### src/rtl/pipeline_hazard_ctrl_if.sv
// Hazard-control bundle between the pipeline datapath (master) and the hazard controller (slave).
// Carries decode/execute/writeback register info in, and stall/flush/PC/forwarding controls out.
interface pipeline_hazard_ctrl_if;
  localparam int unsigned REG_W = 3;
  localparam int unsigned FWD_W = 2;

  // Register usage reported by the pipeline stages
  logic [REG_W-1:0] d_rs1;
  logic [REG_W-1:0] d_rs2;
  logic             d_use_rs1;
  logic             d_use_rs2;
  logic [REG_W-1:0] e_rd;
  logic             e_reg_write;
  logic             e_mem_read;
  logic             e_multicycle;
  logic             e_branch_taken;
  logic [REG_W-1:0] w_rd;
  logic             w_reg_write;
  logic             halt_req;

  // Controls returned to the stage registers, PC and operand muxes
  logic             stall_F;
  logic             stall_D;
  logic             flush_F;
  logic             flush_D;
  logic             pc_write_en;
  logic             pc_sel_branch;
  logic             wb_suppress;
  logic             halt_ack;
  logic [FWD_W-1:0] fwd_a;
  logic [FWD_W-1:0] fwd_b;

  modport master (
    output d_rs1, d_rs2, d_use_rs1, d_use_rs2,
    output e_rd, e_reg_write, e_mem_read, e_multicycle, e_branch_taken,
    output w_rd, w_reg_write, halt_req,
    input  stall_F, stall_D, flush_F, flush_D, pc_write_en, pc_sel_branch,
    input  wb_suppress, halt_ack, fwd_a, fwd_b
  );

  modport slave (
    input  d_rs1, d_rs2, d_use_rs1, d_use_rs2,
    input  e_rd, e_reg_write, e_mem_read, e_multicycle, e_branch_taken,
    input  w_rd, w_reg_write, halt_req,
    output stall_F, stall_D, flush_F, flush_D, pc_write_en, pc_sel_branch,
    output wb_suppress, halt_ack, fwd_a, fwd_b
  );
endinterface

### src/rtl/pipeline_hazard_ctrl.sv
// Central hazard controller: RAW stalls/forwarding, multi-cycle E sequencing, branch flush, debug halt/drain.
// Optional operand forwarding is enabled by defining HAZARD_FWD_EN.
module pipeline_hazard_ctrl #(
  parameter int unsigned MC_CYCLES = 4
) (
  input logic                  clk,
  input logic                  reset,
  pipeline_hazard_ctrl_if.slave hz
);
  localparam int unsigned CNT_W = 4;
  localparam int unsigned FWD_W = 2;
  localparam logic [CNT_W-1:0] CNT_LAST  = CNT_W'(MC_CYCLES - 1);
  localparam logic [CNT_W-1:0] CNT_DRAIN = CNT_W'(1);

  localparam logic [FWD_W-1:0] FWD_RF = 2'b00;
  localparam logic [FWD_W-1:0] FWD_E  = 2'b01;
  localparam logic [FWD_W-1:0] FWD_W_SEL = 2'b10;

  typedef enum logic [1:0] {RUN, MULTI, DRAIN, HALTED} state_t;

  state_t           state_q, state_d;
  logic [CNT_W-1:0] cnt_q, cnt_d;
  logic             halt_ack_q;

  logic             stall_f, stall_d, flush_f, flush_d;
  logic             pc_we, pc_br, wb_sup;
  logic [FWD_W-1:0] fwd_a_c, fwd_b_c;

  // Per-operand source matches against E and W destinations
  logic m_e_a, m_e_b, m_w_a, m_w_b;
  logic m_e, m_w, load_use, raw_stall;

  assign m_e_a = hz.e_reg_write && hz.d_use_rs1 && (hz.e_rd == hz.d_rs1);
  assign m_e_b = hz.e_reg_write && hz.d_use_rs2 && (hz.e_rd == hz.d_rs2);
  assign m_w_a = hz.w_reg_write && hz.d_use_rs1 && (hz.w_rd == hz.d_rs1);
  assign m_w_b = hz.w_reg_write && hz.d_use_rs2 && (hz.w_rd == hz.d_rs2);
  assign m_e      = m_e_a || m_e_b;
  assign m_w      = m_w_a || m_w_b;
  assign load_use = m_e && hz.e_mem_read;

`ifdef HAZARD_FWD_EN
  // Only a load in E cannot be bypassed; E result wins over W result
  assign raw_stall = load_use;

  always_comb begin
    fwd_a_c = FWD_RF;
    fwd_b_c = FWD_RF;
    if (m_e_a && !hz.e_mem_read) fwd_a_c = FWD_E;
    else if (m_w_a)              fwd_a_c = FWD_W_SEL;
    if (m_e_b && !hz.e_mem_read) fwd_b_c = FWD_E;
    else if (m_w_b)              fwd_b_c = FWD_W_SEL;
  end
`else
  assign raw_stall = m_e || m_w;
  assign fwd_a_c   = FWD_RF;
  assign fwd_b_c   = FWD_RF;
`endif

  always_ff @(posedge clk or posedge reset) begin
    if (reset) begin
      state_q    <= RUN;
      cnt_q      <= '0;
      halt_ack_q <= 1'b0;
    end else begin
      state_q    <= state_d;
      cnt_q      <= cnt_d;
      halt_ack_q <= (state_d == HALTED);
    end
  end

  // Next state and zero-latency stage controls
  always_comb begin
    state_d = state_q;
    cnt_d   = cnt_q;
    stall_f = 1'b0;
    stall_d = 1'b0;
    flush_f = 1'b0;
    flush_d = 1'b0;
    pc_we   = 1'b1;
    pc_br   = 1'b0;
    wb_sup  = 1'b0;

    case (state_q)
      RUN: begin
        if (!hz.e_branch_taken) begin
          if (hz.e_multicycle) begin
            stall_f = 1'b1;
            stall_d = 1'b1;
            wb_sup  = 1'b1;
            pc_we   = 1'b0;
            state_d = MULTI;
            cnt_d   = CNT_W'(1);
          end else if (raw_stall) begin
            stall_f = 1'b1;
            flush_d = 1'b1;
            pc_we   = 1'b0;
          end else if (hz.halt_req) begin
            state_d = DRAIN;
            cnt_d   = '0;
          end
        end
      end
      MULTI: begin
        if (cnt_q < CNT_LAST) begin
          stall_f = 1'b1;
          stall_d = 1'b1;
          wb_sup  = 1'b1;
          pc_we   = 1'b0;
          cnt_d   = cnt_q + CNT_W'(1);
        end else begin
          state_d = RUN;
          cnt_d   = '0;
        end
      end
      DRAIN: begin
        stall_f = 1'b1;
        flush_d = 1'b1;
        pc_we   = 1'b0;
        cnt_d   = cnt_q + CNT_W'(1);
        if (!hz.halt_req) begin
          state_d = RUN;
          cnt_d   = '0;
        end else if (cnt_q == CNT_DRAIN) begin
          state_d = HALTED;
          cnt_d   = '0;
        end
      end
      HALTED: begin
        stall_f = 1'b1;
        flush_d = 1'b1;
        pc_we   = 1'b0;
        if (!hz.halt_req) state_d = RUN;
      end
      default: begin
        state_d = RUN;
        cnt_d   = '0;
      end
    endcase

    // A taken branch redirects everywhere except inside a multi-cycle op
    if (hz.e_branch_taken && (state_q != MULTI)) begin
      flush_f = 1'b1;
      flush_d = 1'b1;
      pc_br   = 1'b1;
      pc_we   = 1'b1;
      stall_f = 1'b0;
      stall_d = 1'b0;
      wb_sup  = 1'b0;
    end

    if (reset) begin
      stall_f = 1'b0;
      stall_d = 1'b0;
      flush_f = 1'b0;
      flush_d = 1'b0;
      pc_we   = 1'b0;
      pc_br   = 1'b0;
      wb_sup  = 1'b0;
    end
  end

  assign hz.stall_F       = stall_f;
  assign hz.stall_D       = stall_d;
  assign hz.flush_F       = flush_f;
  assign hz.flush_D       = flush_d;
  assign hz.pc_write_en   = pc_we;
  assign hz.pc_sel_branch = pc_br;
  assign hz.wb_suppress   = wb_sup;
  assign hz.halt_ack      = halt_ack_q;
  assign hz.fwd_a         = reset ? FWD_RF : fwd_a_c;
  assign hz.fwd_b         = reset ? FWD_RF : fwd_b_c;

endmodule

### src/flat_wrapper.sv
// flat-port wrapper written by rule: the top's interface ports become plain ports
module pipeline_hazard_ctrl_flat 
#(
  parameter int unsigned MC_CYCLES = 4
)
  (clk, reset, hz_d_rs1, hz_d_rs2, hz_d_use_rs1, hz_d_use_rs2, hz_e_rd, hz_e_reg_write, hz_e_mem_read, hz_e_multicycle, hz_e_branch_taken, hz_w_rd, hz_w_reg_write, hz_halt_req, hz_stall_F, hz_stall_D, hz_flush_F, hz_flush_D, hz_pc_write_en, hz_pc_sel_branch, hz_wb_suppress, hz_halt_ack, hz_fwd_a, hz_fwd_b);
  pipeline_hazard_ctrl_if hz_i ();
  input logic clk;
  input logic reset;
  input wire logic [$bits(hz_i.d_rs1)-1:0] hz_d_rs1;
  input wire logic [$bits(hz_i.d_rs2)-1:0] hz_d_rs2;
  input wire logic [$bits(hz_i.d_use_rs1)-1:0] hz_d_use_rs1;
  input wire logic [$bits(hz_i.d_use_rs2)-1:0] hz_d_use_rs2;
  input wire logic [$bits(hz_i.e_rd)-1:0] hz_e_rd;
  input wire logic [$bits(hz_i.e_reg_write)-1:0] hz_e_reg_write;
  input wire logic [$bits(hz_i.e_mem_read)-1:0] hz_e_mem_read;
  input wire logic [$bits(hz_i.e_multicycle)-1:0] hz_e_multicycle;
  input wire logic [$bits(hz_i.e_branch_taken)-1:0] hz_e_branch_taken;
  input wire logic [$bits(hz_i.w_rd)-1:0] hz_w_rd;
  input wire logic [$bits(hz_i.w_reg_write)-1:0] hz_w_reg_write;
  input wire logic [$bits(hz_i.halt_req)-1:0] hz_halt_req;
  output wire logic [$bits(hz_i.stall_F)-1:0] hz_stall_F;
  output wire logic [$bits(hz_i.stall_D)-1:0] hz_stall_D;
  output wire logic [$bits(hz_i.flush_F)-1:0] hz_flush_F;
  output wire logic [$bits(hz_i.flush_D)-1:0] hz_flush_D;
  output wire logic [$bits(hz_i.pc_write_en)-1:0] hz_pc_write_en;
  output wire logic [$bits(hz_i.pc_sel_branch)-1:0] hz_pc_sel_branch;
  output wire logic [$bits(hz_i.wb_suppress)-1:0] hz_wb_suppress;
  output wire logic [$bits(hz_i.halt_ack)-1:0] hz_halt_ack;
  output wire logic [$bits(hz_i.fwd_a)-1:0] hz_fwd_a;
  output wire logic [$bits(hz_i.fwd_b)-1:0] hz_fwd_b;
  assign hz_i.d_rs1 = hz_d_rs1;
  assign hz_i.d_rs2 = hz_d_rs2;
  assign hz_i.d_use_rs1 = hz_d_use_rs1;
  assign hz_i.d_use_rs2 = hz_d_use_rs2;
  assign hz_i.e_rd = hz_e_rd;
  assign hz_i.e_reg_write = hz_e_reg_write;
  assign hz_i.e_mem_read = hz_e_mem_read;
  assign hz_i.e_multicycle = hz_e_multicycle;
  assign hz_i.e_branch_taken = hz_e_branch_taken;
  assign hz_i.w_rd = hz_w_rd;
  assign hz_i.w_reg_write = hz_w_reg_write;
  assign hz_i.halt_req = hz_halt_req;
  assign hz_stall_F = hz_i.stall_F;
  assign hz_stall_D = hz_i.stall_D;
  assign hz_flush_F = hz_i.flush_F;
  assign hz_flush_D = hz_i.flush_D;
  assign hz_pc_write_en = hz_i.pc_write_en;
  assign hz_pc_sel_branch = hz_i.pc_sel_branch;
  assign hz_wb_suppress = hz_i.wb_suppress;
  assign hz_halt_ack = hz_i.halt_ack;
  assign hz_fwd_a = hz_i.fwd_a;
  assign hz_fwd_b = hz_i.fwd_b;
  pipeline_hazard_ctrl #(.MC_CYCLES(MC_CYCLES)) u_core (.clk(clk), .reset(reset), .hz(hz_i));
endmodule
### config.mk
export PLATFORM = sky130hd
export DESIGN_NAME = pipeline_hazard_ctrl_flat
export DESIGN_NICKNAME = d
export VERILOG_FILES = /design/src/rtl/pipeline_hazard_ctrl_if.sv /design/src/rtl/pipeline_hazard_ctrl.sv /design/src/flat_wrapper.sv
export SDC_FILE = /design/constraint.sdc
export NUM_CORES = 1
export LEC_CHECK = 0
export ABC_AREA = 1
export CORE_MARGIN = 10
export CORE_UTILIZATION = 44
export CTS_CLUSTER_SIZE = 25
export DETAILED_ROUTE_END_ITERATION = 8
export PLACE_DENSITY_LB_ADDON = 0.1
export SLEW_MARGIN = 20
export SYNTH_ARGS = -nofsm -noshare
export SYNTH_HDL_FRONTEND = slang
export SYNTH_SLANG_ARGS = --single-unit
### constraint.sdc
create_clock -name clk -period 1.8 [get_ports clk]
set_input_delay 0.45 -clock clk [delete_from_list [all_inputs] [get_ports clk]]
set_output_delay 0.45 -clock clk [all_outputs]
set_load 0.02 [all_outputs]
# ---- Word level (Yosys, flattened, before mapping)
# Index checks and enable logic that the tools add are counted.
dict set report totals {
  output_inout_bits 12
  elab_cells 77
  regBits 7
}
dict set report op_classes {
  muxes 43
  n_reduce_logical 16
  n_addsub 1
  n_lt_le_gt_ge 1
  n_eq_ne 13
}
# op count
set ops {}
lappend ops {{4-bit two-way mux} 7}
lappend ops {{1-bit two-way mux} 22}
lappend ops {{2-bit two-way mux} 8}
lappend ops {{3-bit equality test} 4}
lappend ops {{4-bit one-hot mux with 3 select lines} 1}
lappend ops {{1-bit logical AND} 9}
lappend ops {{2-bit one-hot mux with 4 select lines} 1}
lappend ops {{2-bit equality test, second input constant} 3}
lappend ops {{3-bit inequality test, second input constant} 2}
lappend ops {{1-bit one-hot mux with 3 select lines} 2}
lappend ops {{4-bit by 1-bit adder with 4-bit output, second input constant} 1}
lappend ops {{4-bit by 1-bit equality test with 1-bit output, second input constant} 1}
lappend ops {{4-bit by 2-bit less-than comparator with 1-bit output, second input constant} 1}
lappend ops {{1-bit one-hot mux with 2 select lines} 2}
lappend ops {{4-bit AND reduction} 1}
lappend ops {{1-bit logical OR} 3}
lappend ops {{3-bit nonzero test} 1}
lappend ops {{2-bit by 1-bit equality test with 1-bit output, second input constant} 1}
lappend ops {{2-bit zero test} 1}
lappend ops {{2-bit by 1-bit inequality test with 1-bit output, second input constant} 1}
lappend ops {{2-bit inequality test, second input constant} 1}
lappend ops {{2-bit OR reduction} 1}

# ---- Logic depth before layout (Yosys ltp)
# Gate-level depths: netlist of the first run.
dict set report logic_depth {
  depth_word 10
  mapped_depth 12
}

# ---- Least setup slack after synthesis of the first run
# OpenSTA, ideal clock, no wires.
dict set report synth_timing {
  kind {register to output}
  from {reg u_core.cnt_q[0]}
  to {out hz_wb_suppress}
  setup_slack_ns -0.148
  arrival_ns 1.498
  path_buffers 1
  stages_incl_launch_ff 6
  required_ns 1.350
  cell_sequence {dfrtp_1 -> ha_1 -> nor3_2 -> nand2_1 -> a21oi_1 -> buf_4}
}
dict set report synth_between {
  elab_chain_len 5
}
# element line
set synth_lines {}
lappend synth_lines {{start: declaration} pipeline_hazard_ctrl.sv:22} ;# logic [CNT_W-1:0] cnt_q, cnt_d;
lappend synth_lines {{start signal: assignment} pipeline_hazard_ctrl.sv:66} ;# cnt_q <= cnt_d;
lappend synth_lines {{4-bit by 2-bit less-than comparator with 1-bit output} pipeline_hazard_ctrl.sv:104} ;# if (cnt_q < CNT_LAST) begin
lappend synth_lines {{1-bit two-way mux} --}
lappend synth_lines {{1-bit one-hot mux with 2 select lines} --}
lappend synth_lines {{1-bit two-way mux (2 in a row)} --}
lappend synth_lines {{end: declaration} flat_wrapper.sv:28} ;# output wire logic [$bits(hz_i.wb_suppress)-1:0] hz_wb_suppress;
# Every way passes these cells.

# ---- Final worst setup path of the first run
dict set report layout_timing {
  from {reg u_core.state_q[0]}
  to {out hz_stall_F}
}
dict set report layout_between {
  elab_chain_len 5
  elab_cells_between_ends 10
  cone_classes {eq/ne: 4; mux: 3; reduce/logical: 3}
}
# element line
set layout_lines {}
lappend layout_lines {{start: declaration} pipeline_hazard_ctrl.sv:21} ;# state_t state_q, state_d;
lappend layout_lines {{start signal: assignment} pipeline_hazard_ctrl.sv:65} ;# state_q <= state_d;
lappend layout_lines {{2-bit equality test} pipeline_hazard_ctrl.sv:83} ;# case (state_q)
lappend layout_lines {{2-bit OR reduction (no source line)} --}
lappend layout_lines {{1-bit one-hot mux with 3 select lines} pipeline_hazard_ctrl.sv:83}
lappend layout_lines {{1-bit two-way mux (*)} pipeline_hazard_ctrl.sv:141} ;# if (hz.e_branch_taken && (state_q != MULTI)) begin
lappend layout_lines {{1-bit two-way mux (*)} pipeline_hazard_ctrl.sv:151} ;# if (reset) begin
lappend layout_lines {{end: declaration} flat_wrapper.sv:22} ;# output wire logic [$bits(hz_i.stall_F)-1:0] hz_stall_F;
# Every way passes the cells marked *; elsewhere a longest branch is shown, timed or not.

==> qor.csv, run 1 <==
stage,metric,value,unit
status,outcome,"finished, violations left",
status,violations in the final reports,negative setup slack,
yosys,dominant synthesized flop cell,sky130_fd_sc_hd__dfrtp_1,
die,number of primary I/O pins,34,
global_route,via count of the first global-routing pass,1169,
yosys,cell type with the largest total area after synthesis,sky130_fd_sc_hd__nand2_1,
setup_path,arrival time reported for the critical path endpoint,1.53,ns
sta,clock period minus final worst setup slack,1.977,ns
detailed_routing,number of nets still failing antenna checks after routing,0,
detailed_routing,vias,1164,
yosys,number of flip-flops and latches in the synthesized netlist,7,
sta,share of the clock period used by the worst path after layout,109.9,%
setup_path,Crit Path Category,register to output pin,
die,row count,16,
pwr,ratio of total power to cell area,1169,mW/mm2
die,floorplan core area,0.002002,mm2
setup_path,Max Fanout on Critical Path,4,
cts,worst skew pair latency,0.25,ns
detailed_routing,drt first pass iters,4,
place,instance area at placement,0.001438,mm2
sta,worst clock skew,0.001888,ns
yosys,"Async S/R FF share, synth",100.0,%
cells_and_area,fraction of layout cells with a size suffix above 1,42.60,%
place,Routability Congestion,0.8651,
pwr,overall power,1760,uW
global_route,Overflow after GRT,0,
detailed_routing,Iteration-0 DRC Markers,44,
setup_path,Required @ worst endpoint,1.35,ns
die,Vert. Die Dim,66.46,um
setup_path,worst path buffer plus inverter count,2,
detailed_routing,drt drc,0,
cells_and_area,number of nets in the layout,253,
die,die area,0.004416,mm2
cells_and_area,count of antenna diodes in the layout,0,
cells_and_area,FILL cells,162,
cells_and_area,core occupancy in the finished layout,75.19,%
cells_and_area,number of cells in the finished layout apart from fillers,250,
global_route,total routing resource utilization after global routing,13.19,%
detailed_routing,Avg Vias per Cell,4.656,
global_route,first-pass GRT wire length,4864,um
sta,unrepaired setup endpoints after global routing,yes,
yosys,Synth area leaders,"sky130_fd_sc_hd__nand2_1 (25%), sky130_fd_sc_hd__dfrtp_1 (18%), sky130_fd_sc_hd__inv_1 (10%), sky130_fd_sc_hd__ha_1 (9.2%), sky130_fd_sc_hd__nor2_1 (9.1%)",
cells_and_area,P&R area growth vs syn,58.50,%
global_route,antenna violations before repair,0,
cts,cts bufs inserted,3,
die,Die Width,66.46,um
cts,CTS Buffer Depth,2,
setup_path,element type at the critical path start,register,
yosys,leading post-synthesis cells by instance count,"sky130_fd_sc_hd__nand2_1 (62), sky130_fd_sc_hd__inv_1 (26), sky130_fd_sc_hd__nor2_1 (23), sky130_fd_sc_hd__nand3_1 (10)",
detailed_routing,post-DR wirelength/cell,11.72,um
sta,setup violation total in the final timing report,7,
place,post-placement setup slack,-1.066,ns
sta,hold violation total from the final report,0,
setup_path,"setup slack, reg-to-reg",0.24,ns
sta,achievable clock frequency,505.7,MHz
yosys,total standard cell area after synthesis,949.7,um2
sta,setup slack after layout,-0.1774,ns
cells_and_area,cell area after layout,0.001505,mm2
setup_path,"Critical Path, Cell by Cell",buf_4 > ha_4 > nand2_1 > nand3_1 > and3_4 > buf_6,
yosys,Mean Syn Cell Area,5.721,um2
pwr,maximum vdd ir drop,0.7087,mV
cts,clock slew seen by the registers of the worst setup and hold paths,0.05,ns
die,initial core utilization,47.44,%
detailed_routing,total wirelength of the detailed-routed design,2931,um
yosys,total number of yosys warnings,0,
place,half-perimeter wire length of the detailed placement result,2336,um
setup_path,Crit-path slowest cell,sky130_fd_sc_hd__dfrtp_2,
place,Cells after DPL,243,
yosys,distinct cell type count after synthesis,21,
place,count of buffers inserted at the top-level ports,28,
hold_path,worst min-delay path class,register to register,
setup_path,Critical Path Sink Type,output pin,
setup_path,maximum single-stage delay on the critical path,0.43,ns
cts,Clock H-tree levels,1,
yosys,most frequent cell after synthesis,sky130_fd_sc_hd__nand2_1,
run,Max Cap Viol,0,
cts,CTS tree,built,
yosys,Post-synth EDFFs,0,
cts,library cell used as clock root buffer,sky130_fd_sc_hd__clkbuf_4,
cts,hold bufs inserted after CTS,0,
sta,max-slew violation count,0,
yosys,sequential-to-total area share from yosys stat,18.45,%
yosys,proportion of netlist area held by the largest area contributor,24.51,%
global_route,pin count of the biggest net entering global routing,8,
cts,total number of clock tree sinks,7,
yosys,synthesized netlist cell count,166,
setup_path,crit-path leading delay family,flip-flops,
pwr,leakage power of the design,0.0008730,uW
[routing by layer]
layer	global-route usage [%]	wire, um	up-vias
met1	14.62	1182	528
met2	24.76	1553	30
met4	2.356	0	0
met3	3.177	194	0
li1	-	-	606
met5	0	0	-
[where the power goes]
| group | internal (uW) | switching, uW | leakage, uW |
|---|---|---|---|
| combinational | 670 | 708 | 0.000763 |
| clock | 81.1 | 58.9 | 0.0000177 |
| sequential | 204 | 37.9 | 0.0000928 |
[area by class of cell]
cell class	instances	area (um2)	share of cell area, %
Clock buffer	3	22.52	1.496
Clock inverter	1	5.005	0.3325
Inverter	27	106.4	7.066
Multi-Input combinational cell	129	743.2	49.38
Sequential cell	7	176.4	11.72
Tap cell	27	33.78	2.244
Timing Repair Buffer	56	417.9	27.76
[placed cells by master, fill, tap and decap left out]
| cell type | n |
|---|---|
| sky130_fd_sc_hd__nand2_1 | 61 |
| sky130_fd_sc_hd__buf_4 | 31 |
| sky130_fd_sc_hd__nor2_1 | 22 |
| sky130_fd_sc_hd__buf_2 | 14 |
| sky130_fd_sc_hd__inv_2 | 13 |
| sky130_fd_sc_hd__inv_1 | 13 |
| sky130_fd_sc_hd__nand3_1 | 9 |
| sky130_fd_sc_hd__buf_6 | 6 |
| sky130_fd_sc_hd__dfrtp_1 | 6 |
| sky130_fd_sc_hd__nand2_2 | 4 |
| sky130_fd_sc_hd__a21oi_2 | 4 |
| sky130_fd_sc_hd__conb_1 | 4 |
| sky130_fd_sc_hd__nand2_4 | 3 |
| sky130_fd_sc_hd__ha_4 | 3 |
| sky130_fd_sc_hd__clkbuf_4 | 3 |
| sky130_fd_sc_hd__clkdlybuf4s50_1 | 3 |
| sky130_fd_sc_hd__nor2_4 | 2 |
| sky130_fd_sc_hd__nor3_4 | 2 |
| sky130_fd_sc_hd__ha_2 | 2 |
| sky130_fd_sc_hd__ha_1 | 2 |
| sky130_fd_sc_hd__dlygate4sd2_1 | 2 |
| sky130_fd_sc_hd__inv_6 | 1 |
| sky130_fd_sc_hd__a21oi_4 | 1 |
| sky130_fd_sc_hd__xor2_1 | 1 |
| sky130_fd_sc_hd__o22ai_1 | 1 |
| sky130_fd_sc_hd__o21ai_1 | 1 |
| sky130_fd_sc_hd__nand4_1 | 1 |
| sky130_fd_sc_hd__nand3_2 | 1 |
| sky130_fd_sc_hd__nor3_2 | 1 |
| sky130_fd_sc_hd__o21ai_2 | 1 |
| sky130_fd_sc_hd__a21oi_1 | 1 |
| sky130_fd_sc_hd__and3_4 | 1 |
| sky130_fd_sc_hd__nor3_1 | 1 |
| sky130_fd_sc_hd__clkinv_2 | 1 |
| sky130_fd_sc_hd__dfrtp_2 | 1 |
[stage by stage]
| stage | TNS (ns) | hold WS [ns] |
|---|---|---|
| 6_report | -1.026 | 0.6174 |
| 5_1_grt | -1.611 | 0.6496 |
| 4_1_cts | -1.011 | 0.6180 |
| 3_5_place_dp | -6.847 | 0.6015 |
| 3_3_place_gp | -6.137 | 0.5711 |
| 2_1_floorplan | -0.01180 | 0.2616 |
[worst register-to-register path, delay by kind of cell, from the launching register on]
kind,cells,cell delay [ns]
and+or+nand+nor,3,0.28
AOI/OAI and AO/OA,2,0.24
adders and majority gates,1,0.17
DFF,1,0.43
buffers and inverters,3,0.34
[worst paths after layout]
kind / from / end / cells past startpoint
max: u_core.state_q[0] / hz_stall_F / 6
min: u_core.cnt_q[1] / u_core.cnt_q[1] / 3
max reg2reg: u_core.state_q[0] / u_core.state_q[0] / 9
min reg2reg: u_core.cnt_q[1] / u_core.cnt_q[1] / 3
max in group asynchronous: reset / u_core.state_q[0] / 3
min in group asynchronous: reset / u_core.cnt_q[0] / 3
[registers in the layout, summed over array words and instances, names as in the netlist]
name                count
u_core.cnt_q            4
u_core.hz.halt_ack      1
u_core.state_q          2
[logic make-up (layout without fill, tap and decap cells)]
kind of cell,Yosys count,count (layout),synth area share (%)
simple gates,108,108,49.54
buf+inv,33,87,15.41
compound gates,9,9,6.061
fa+ha+maj,7,7,9.222
flops,7,7,18.45
other cells,1,4,0.3949
xor+xnor,1,1,0.9224
[repair_timing]
action	in CTS	in global routing
gates resized for setup	133	6
endpoints found under the hold margin	0	0
setup buffers	0	3
endpoints found under the setup margin	7	7
pin swaps	27	10
Note: power is estimated with default switching activity, not from simulation.
==> run 2, diff against run 1 <==
--- a/config.mk
+++ b/config.mk
@@ -11,7 +11,7 @@
 export CTS_CLUSTER_SIZE = 25
 export DETAILED_ROUTE_END_ITERATION = 8
 export PLACE_DENSITY_LB_ADDON = 0.1
-export SLEW_MARGIN = 20
+export SLEW_MARGIN = 30
 export SYNTH_ARGS = -nofsm -noshare
 export SYNTH_HDL_FRONTEND = slang
 export SYNTH_SLANG_ARGS = --single-unit
==> results of run 2 <==
Same layout as run 1: the final DEF is identical, and so are final timing and power.
